`src/rtl/lut_cfg_writer.sv`:
```
// Configuration writer: parses SYNC/IDX/INIT/CHK byte frames and
// commits checked INIT words into per-slice LUT registers.
module lut_cfg_writer #(
  parameter int          K        = 4,
  parameter int          N_SLICES = 8,
  parameter logic [7:0]  SYNC     = 8'hA5
) (
  input  logic                          CLK,
  input  logic                          RST_N,
  input  logic [7:0]                    IN_DATA,
  input  logic                          IN_VALID,
  output logic                          IN_READY,
  output logic [N_SLICES*(2**K)-1:0]    CFG_INIT,
  output logic [N_SLICES-1:0]           CFG_LOADED,
  output logic                          WR_STROBE,
  output logic [7:0]                    WR_INDEX,
  output logic                          ERR,
  output logic [1:0]                    ERR_CODE
);

  localparam int W  = 2**K;
  localparam int B  = W / 8;
  localparam int CW = (B > 1) ? $clog2(B) : 1;

  typedef enum logic [2:0] {
    S_HUNT,
    S_INDEX,
    S_DATA,
    S_CHECK,
    S_COMMIT
  } state_t;

  state_t          r_state;
  logic [7:0]      r_idx;
  logic [7:0]      r_chk;
  logic [CW-1:0]   r_cnt;
  logic [W-1:0]    r_stage;
  logic            r_bad;
  logic            w_acc;

  assign w_acc = IN_VALID && IN_READY;

  always_ff @(posedge CLK or negedge RST_N) begin
    if (!RST_N) begin
      r_state    <= S_HUNT;
      r_idx      <= '0;
      r_chk      <= '0;
      r_cnt      <= '0;
      r_stage    <= '0;
      r_bad      <= 1'b0;
      IN_READY   <= 1'b0;
      CFG_INIT   <= '0;
      CFG_LOADED <= '0;
      WR_STROBE  <= 1'b0;
      WR_INDEX   <= '0;
      ERR        <= 1'b0;
      ERR_CODE   <= '0;
    end else begin
      WR_STROBE <= 1'b0;
      ERR       <= 1'b0;
      IN_READY  <= 1'b1;
      unique case (r_state)
        S_HUNT: begin
          if (w_acc && IN_DATA == SYNC)
            r_state <= S_INDEX;
        end
        S_INDEX: begin
          if (w_acc) begin
            r_idx   <= IN_DATA;
            r_chk   <= IN_DATA;
            r_cnt   <= '0;
            r_state <= S_DATA;
          end
        end
        S_DATA: begin
          if (w_acc) begin
            r_stage[{r_cnt, 3'b000} +: 8] <= IN_DATA;
            r_chk <= r_chk ^ IN_DATA;
            r_cnt <= r_cnt + 1'b1;
            if (r_cnt == CW'(B - 1))
              r_state <= S_CHECK;
          end
        end
        S_CHECK: begin
          // ready drops here so it is low for exactly the COMMIT cycle
          if (w_acc) begin
            r_bad    <= (IN_DATA != r_chk);
            r_state  <= S_COMMIT;
            IN_READY <= 1'b0;
          end
        end
        S_COMMIT: begin
          if (r_bad) begin
            ERR      <= 1'b1;
            ERR_CODE <= 2'b01;
          end else if (r_idx >= 8'(N_SLICES)) begin
            ERR      <= 1'b1;
            ERR_CODE <= 2'b10;
          end else begin
            for (int s = 0; s < N_SLICES; s++) begin
              if (r_idx == 8'(s)) begin
                CFG_INIT[s*W +: W] <= r_stage;
                CFG_LOADED[s]      <= 1'b1;
              end
            end
            WR_INDEX  <= r_idx;
            WR_STROBE <= 1'b1;
          end
          r_state <= S_HUNT;
        end
        default: r_state <= S_HUNT;
      endcase
    end
  end

endmodule

```
`config.mk`:
```
export PLATFORM = sky130hd
export DESIGN_NAME = lut_cfg_writer
export DESIGN_NICKNAME = d
export VERILOG_FILES = /design/src/rtl/lut_cfg_writer.sv
export SDC_FILE = /design/constraint.sdc
export NUM_CORES = 1
export LEC_CHECK = 0
export ABC_CLOCK_PERIOD_IN_PS = 2400
export BUFFER_PORTS_ARGS = -buffer_cell sky130_fd_sc_hd__clkbuf_2
export CORE_UTILIZATION = 30
export CTS_CLUSTER_SIZE = 30
export DETAILED_ROUTE_END_ITERATION = 10
export SLEW_MARGIN = 15
export SYNTH_ARGS = -nofsm -noshare
export SYNTH_HDL_FRONTEND = slang
export SYNTH_SLANG_ARGS = --single-unit
export TNS_END_PERCENT = 20
```
`constraint.sdc`:
```
create_clock -name CLK -period 2.4 [get_ports CLK]
set_input_delay 0.36 -clock CLK [delete_from_list [all_inputs] [get_ports CLK]]
set_output_delay 0.36 -clock CLK [all_outputs]
set_load 0.01 [all_outputs]
```
-- Word level (Yosys, flattened, before mapping)
Cells that the tools add are included.
Widths: inputs -> output; s select.
- $add $sub $neg: 2
- magnitude comparators: 1
- equal/unequal tests: 18
- shift-type cells: 2
- mux-type cells: 23
- bitwise logic cells: 3
- reduce and logical (&&, ||, !) cells: 21
- operators with widths (kind ; number):
    $eq 8x3->1 const B ; 4
    $reduce_and 4->1 ; 8
    $bwmux 16 ; 1
    $eq 8x2->1 const B ; 2
    $mux 8 ; 2
    $pmux 8 s2 ; 1
    $shift 8x6->16 const A ; 1
    $shiftx 8x6->16 ; 1
    $mux 3 ; 5
    $pmux 3 s4 ; 1
    $mux 1 ; 10
    $ne 2x2->1 const B ; 5
    $eq 8x1->1 const B ; 1
    $eq 8x8->1 const B ; 1
    $ge 8x4->1 const B ; 1
    $logic_not 8->1 ; 1
    $ne 8x8->1 ; 1
    $reduce_and 2->1 ; 4
    $xor 8x8->8 ; 1
    $eq 3x2->1 const B ; 2
    $neg 4->6 ; 1
    $reduce_and 3->1 ; 2
    $reduce_and 5->1 ; 1
    $mux 2 ; 2
    other kinds (8) ; 11
- register bits: 186
- input port bits: 11
- word-level logic and storage cells: 97

-- Depth between registers and ports, before layout
- word-level depth: 4
- depth in mapped cells: 8
- mapped depth without buffers: 5

-- Worst setup path after synthesis
OpenSTA, ideal clock, no wires.
- path type: flip-flop to flip-flop
- start point: reg r_idx[5]
- end point: reg CFG_INIT[103]
- setup time: 0.125 ns
- arrival: 1.996 ns
- path slack: 0.279 ns
- stages on the path, launching flop included: 7
- path buffers: 2
- period minus slack after synthesis: 2.121 ns
- cells stage by stage: dfrtp_1 nor4_4 nand4_2 or3_1 buf_6 buf_12 mux2_4
- word-level cells in the longest chain between the ends: 3
- elaborated cells on any way between the ends: 4
- classes of those cells: order compare (1); eq/ne (1); bitwise (1); reduce/logical (1)
- RTL lines (element ; RTL line ; source):
    start: declaration ; 34 ; logic [7:0] r_idx;
    start signal: assignment ; 46 ; r_idx <= '0;
    start signal: assignment ; 69 ; r_idx <= IN_DATA;
    $ge 8x4->1 ; 96 ; end else if (r_idx >= 8'(N_SLICES)) begin
    $not 1->1 (no line) ; -- ;
    $reduce_and 4->1 (no line) (*) ; -- ;
    end signal: indexed assignment ; 102 ; CFG_INIT[s*W +: W] <= r_stage;
    end: declaration ; 13 ; output logic [N_SLICES*(2**K)-1:0] CFG_INIT,
Every way passes the cells marked *; elsewhere a longest branch is shown, timed or not.
A chain may end at the register's enable or synchronous reset.

-- Worst setup path after layout
- start point: reg r_idx[5]
- end point: reg CFG_INIT[105]
Same word-level chain as after synthesis.

==> impl_table.tex <==
\begin{tabular}{lr}
\hline
Metric & Value \\
\hline
\multicolumn{2}{l}{\textbf{Route}} \\
\quad Detail Route met3 WL & $\sim$800 um \\
\quad DR top layer & met4 \\
\quad WL per Instance & about 18 um \\
\quad Drt total wl & $\sim$17 mm \\
\quad Antenna Nets Post-Route & 0 \\
\quad Metal1 wirelength & about 8.4 mm \\
\quad DRC violations left & 0 \\
\quad Vias post-DR & approximately 4,400 \\
\quad Detailed-routing iteration count for the pre-antenna-repair pass & 4 \\
\quad Per-cell via count in the routed design & between 4 and 5 \\
\quad Met2 wirelength from detailed routing & approximately 8.0 mm \\
\quad Initial DRC count & 210 \\
\multicolumn{2}{l}{\textbf{Placement}} \\
\quad RePlAce Congestion & $\sim$0.73 \\
\quad Placed cells & between 900 and 1,000 \\
\quad Port-buffer cells & around 160 \\
\quad HPWL after detailed placement & approximately 12 mm \\
\multicolumn{2}{l}{\textbf{Floorplanning}} \\
\quad Die outline area & between 20,000 and 30,000 sq um \\
\quad Floorplan die height & roughly 160 um \\
\quad Num ports & 160 \\
\quad Die outline width & around 160 um \\
\quad Core Box Area & 23,750 sq um \\
\quad Initial core utilization & a little under a third \\
\quad Placement Rows & 56 \\
\multicolumn{2}{l}{\textbf{Yosys}} \\
\quad Cell type contributing the most total cell area after synthesis & sky130\_fd\_sc\_hd\_\_dfrtp\_1 \\
\quad Mean Syn Cell Area & around 16 sq um \\
\quad Top post-synthesis cells by area & sky130\_fd\_sc\_hd\_\_dfrtp\_1 63\%, sky130\_fd\_sc\_hd\_\_mux2\_2 18\%, sky130\_fd\_sc\_hd\_\_mux2\_4 5.5\% \\
\quad Count of different cell masters after synthesis & 46 \\
\quad Post-synthesis cell area & $\sim$7300 sq um \\
\quad Share of flip-flops with an asynchronous set or reset & 100.0\% \\
\quad Post-synth net total & $\sim$480 \\
\quad Fraction of the yosys area taken by sequential cells & between 60\% and 70\% \\
\quad Most instantiated flip-flop cell in the synthesis netlist & sky130\_fd\_sc\_hd\_\_dfrtp\_1 \\
\quad Cell with the most instances after synthesis & sky130\_fd\_sc\_hd\_\_dfrtp\_1 \\
\quad Count of flip-flops with a built-in enable after synthesis & 0 \\
\quad Cells after synthesis & $\sim$470 \\
\quad Top cell types by occurrence after synthesis & 186 x sky130\_fd\_sc\_hd\_\_dfrtp\_1, 118 x sky130\_fd\_sc\_hd\_\_mux2\_2, 27 x sky130\_fd\_sc\_hd\_\_mux2\_4 \\
\quad Count of yosys warnings during synthesis & 0 \\
\quad Post-synthesis sequential element count & approximately 190 \\
\quad Fraction of synthesized cell area taken by the top area cell type & 63.34\% \\
\multicolumn{2}{l}{\textbf{Clocking}} \\
\quad Number of buffers on the longest clock path & 2 \\
\quad Number of clock buffers inserted by TritonCTS & 17 \\
\quad Latest clock arrival within the worst-skew pair & between 0.4 and 0.5 ns \\
\quad CTS tree & built \\
\quad H-tree levels & 4 \\
\quad Clock Pin Slew Worst Setup and Hold Paths & about 0.070 ns \\
\quad Post-CTS setup-driven buffer insertion count & 0 \\
\quad Cell at the root of the clock tree & sky130\_fd\_sc\_hd\_\_clkbuf\_16 \\
\quad Number of sinks on the clock net & $\sim$190 \\
\multicolumn{2}{l}{\textbf{STA}} \\
\quad Worst clock skew on the final layout & $\sim$0.016 ns \\
\quad Minimum clock period & 2.238 ns \\
\quad Relative slew slack & about two thirds \\
\quad Number of max-slew violations in the final report & 0 \\
\quad Final hold violation count & 0 \\
\quad \# setup viols final & 0 \\
\quad Highest achievable clock rate & between 0.4 and 0.5 GHz \\
\quad Setup repair after global routing missed its margin & no \\
\quad Setup TNS & 0 ns \\
\quad Final cycle utilization of the critical path & between 90\% and 100\% \\
\quad Slew at the pin with the worst max-slew slack & 0.5128 ns \\
\multicolumn{2}{l}{\textbf{Setup path}} \\
\quad Launching element type of the critical path & flop \\
\quad Critical path endpoint category & flop \\
\quad Endpoint of the worst-slack reg-to-reg timing path & CFG\_INIT[105] \\
\quad R2r setup slk & roughly 0.16 ns \\
\quad Worst Path Arrival & between 2 and 3 ns \\
\quad WS Path Type & reg -> reg \\
\quad FF-to-FF path depth & 5 \\
\quad Critical path peak fanout & 17 \\
\quad Worst endpoint required time & around 2.7 ns \\
\quad Startpoint of the worst-slack reg-to-reg timing path & r\_idx[5] \\
\multicolumn{2}{l}{\textbf{Power}} \\
\quad Power per Cell Area & between 800 and 900 nW/um\^{}2 \\
\quad Portion of total power attributed to sequential cells & $\sim$52\% \\
\quad Internal power contribution & 0.005524 W \\
\quad Worst VDD drop & about 0.00037 V \\
\quad Leakage power & 4.864 nW \\
\quad Switch share & 31.47\% \\
\quad Power share of the combinational group & between 10\% and 20\% \\
\quad Overall power of the completed layout & 0.008061 W \\
\quad Sw Pwr & roughly 0.0025 W \\
\quad Clock share of power & approximately a third \\
\multicolumn{2}{l}{\textbf{GRT}} \\
\quad Wire length of the first global-routing pass & 26.34 mm \\
\quad Antenna violations before repair & 0 \\
\quad Number of global-route vias before repair & $\sim$4,300 \\
\quad Largest net degree at the start of global routing & 64 \\
\quad Global route overflow & 0 \\
\quad Total GRT Usage & $\sim$14\% \\
\multicolumn{2}{l}{\textbf{Job}} \\
\quad Max capacitance violation total & 0 \\
\multicolumn{2}{l}{\textbf{Final layout}} \\
\quad Antenna Cells & 0 \\
\quad Fin cells & just under 1,000 \\
\quad Final Core Density & roughly 39\% \\
\quad Area growth from synthesis to final layout & 25.08\% \\
\quad Fin nets & approximately 660 \\
\quad Share of post-route cells with drive strength above 1 & around 57\% \\
\multicolumn{2}{l}{\textbf{Run status}} \\
\quad Outcome & complete, no violations \\
\multicolumn{2}{l}{\textbf{Min path}} \\
\quad Hold worst-path end & r\_state[2] \\
\quad Worst min path class & in -> reg \\
\quad Hold Startpoint & IN\_VALID \\
\quad Number of stages on the worst hold path & 3 \\
\hline
\end{tabular}
[through the flow]
stage	setup slack (ns)	area (sq um)	hold slack, ns
after CTS	0.1949	9191	0.2885
after global placement	0.2163	8602	0.2756
final	0.1617	9191	0.3005
after floorplan	0.2786	7348	0.06441
after detailed placement	0.1947	8602	0.2740
after global routing	0.05804	9191	0.3300
[cell usage in the layout (no fill, tap or decap), types with 2 or more instances in the layout]
master	n
sky130_fd_sc_hd__dfrtp_1	186
sky130_fd_sc_hd__clkbuf_2	158
sky130_fd_sc_hd__mux2_2	118
sky130_fd_sc_hd__mux2_4	27
sky130_fd_sc_hd__buf_4	20
sky130_fd_sc_hd__a21oi_1	18
sky130_fd_sc_hd__clkbuf_16	17
sky130_fd_sc_hd__nand3_1	11
sky130_fd_sc_hd__mux2_1	10
sky130_fd_sc_hd__xnor2_1	9
sky130_fd_sc_hd__o21ai_0	8
sky130_fd_sc_hd__inv_6	8
sky130_fd_sc_hd__nand2_1	6
sky130_fd_sc_hd__nor2_1	5
sky130_fd_sc_hd__and2_1	5
sky130_fd_sc_hd__nand2b_1	4
sky130_fd_sc_hd__or2_2	4
sky130_fd_sc_hd__inv_1	3
sky130_fd_sc_hd__clkinvlp_4	3
sky130_fd_sc_hd__buf_12	3
sky130_fd_sc_hd__nor4_4	2
sky130_fd_sc_hd__nor3b_1	2
sky130_fd_sc_hd__nor2_2	2
sky130_fd_sc_hd__nor3_1	2
sky130_fd_sc_hd__or3_1	2
sky130_fd_sc_hd__nand4_1	2
sky130_fd_sc_hd__inv_8	2
[worst max path at each step]
stage	slack [ns]	end	cells after the start	start
after floorplan	0.28	CFG_INIT[103]	6	r_idx[5]
final	0.16	CFG_INIT[105]	5	r_idx[5]
after CTS	0.19	CFG_INIT[105]	5	r_idx[5]
after global routing	0.06	CFG_INIT[105]	5	r_idx[5]
after global placement	0.22	CFG_INIT[110]	5	r_idx[5]
after detailed placement	0.19	CFG_INIT[106]	5	r_idx[5]
[state kept, by name (all words and copies together) (netlist names), 2 cells and up]
signal / count
r_state: 3
CFG_INIT: 128
r_stage: 16
r_idx: 8
ERR_CODE: 2
r_chk: 8
WR_INDEX: 8
CFG_LOADED: 8
[layer usage]
metal  up-vias  global-route usage (%)
met5         -                       0
met4         0                   4.121
met3        17                   3.293
met2       113                   21.66
met1      2265                   20.32
li1       2023                       -
[timing repair]
action / 4_1_cts / 5_1_grt
hold endpoints to repair: 27 / 0
hold buffers: 1 / 0
resized for setup: 0 / 0
[area by class of cell]
type | instances | area [sq um]
sequential | 186 | 4654
clock buffer | 17 | 425.4
inverter | 4 | 15.01
multi-input combinational | 256 | 2519
timing repair buffer | 183 | 1025
tap | 319 | 399.1
fill | 2282 | 14560
clock inverter | 15 | 153.9
[worst max-delay path, cell delays in order (launching register included)]
cell                      delay, ns
sky130_fd_sc_hd__dfrtp_1       0.41
sky130_fd_sc_hd__nor4_4        0.45
sky130_fd_sc_hd__nand4_2       0.28
sky130_fd_sc_hd__or3_1         0.41
sky130_fd_sc_hd__buf_4         0.24
sky130_fd_sc_hd__mux2_4        0.33
[cell families (layout without fill, tap and decap cells)]
kind of cell | after synthesis | in the layout | share of synthesized area, %
multiplexers | 156 | 156 | 25.27
XOR/XNOR | 10 | 10 | 1.192
AND/OR/NAND/NOR | 60 | 60 | 5.636
AO/OA/AOI/OAI | 30 | 30 | 2.180
flip-flops | 186 | 186 | 63.34
buffers and inverters | 31 | 219 | 2.384
[power by group through the flow]
stage	Clock, W	Sequential, W	Combinational, W
after floorplan	0	0.00393	0.000784
after global placement	0	0.00425	0.00106
after detailed placement	0	0.00427	0.00109
after CTS	0.00288	0.00420	0.00109
after global routing	0.00301	0.00427	0.00120
final	0.00279	0.00419	0.00108
Note: power is estimated with default switching activity, not from simulation.
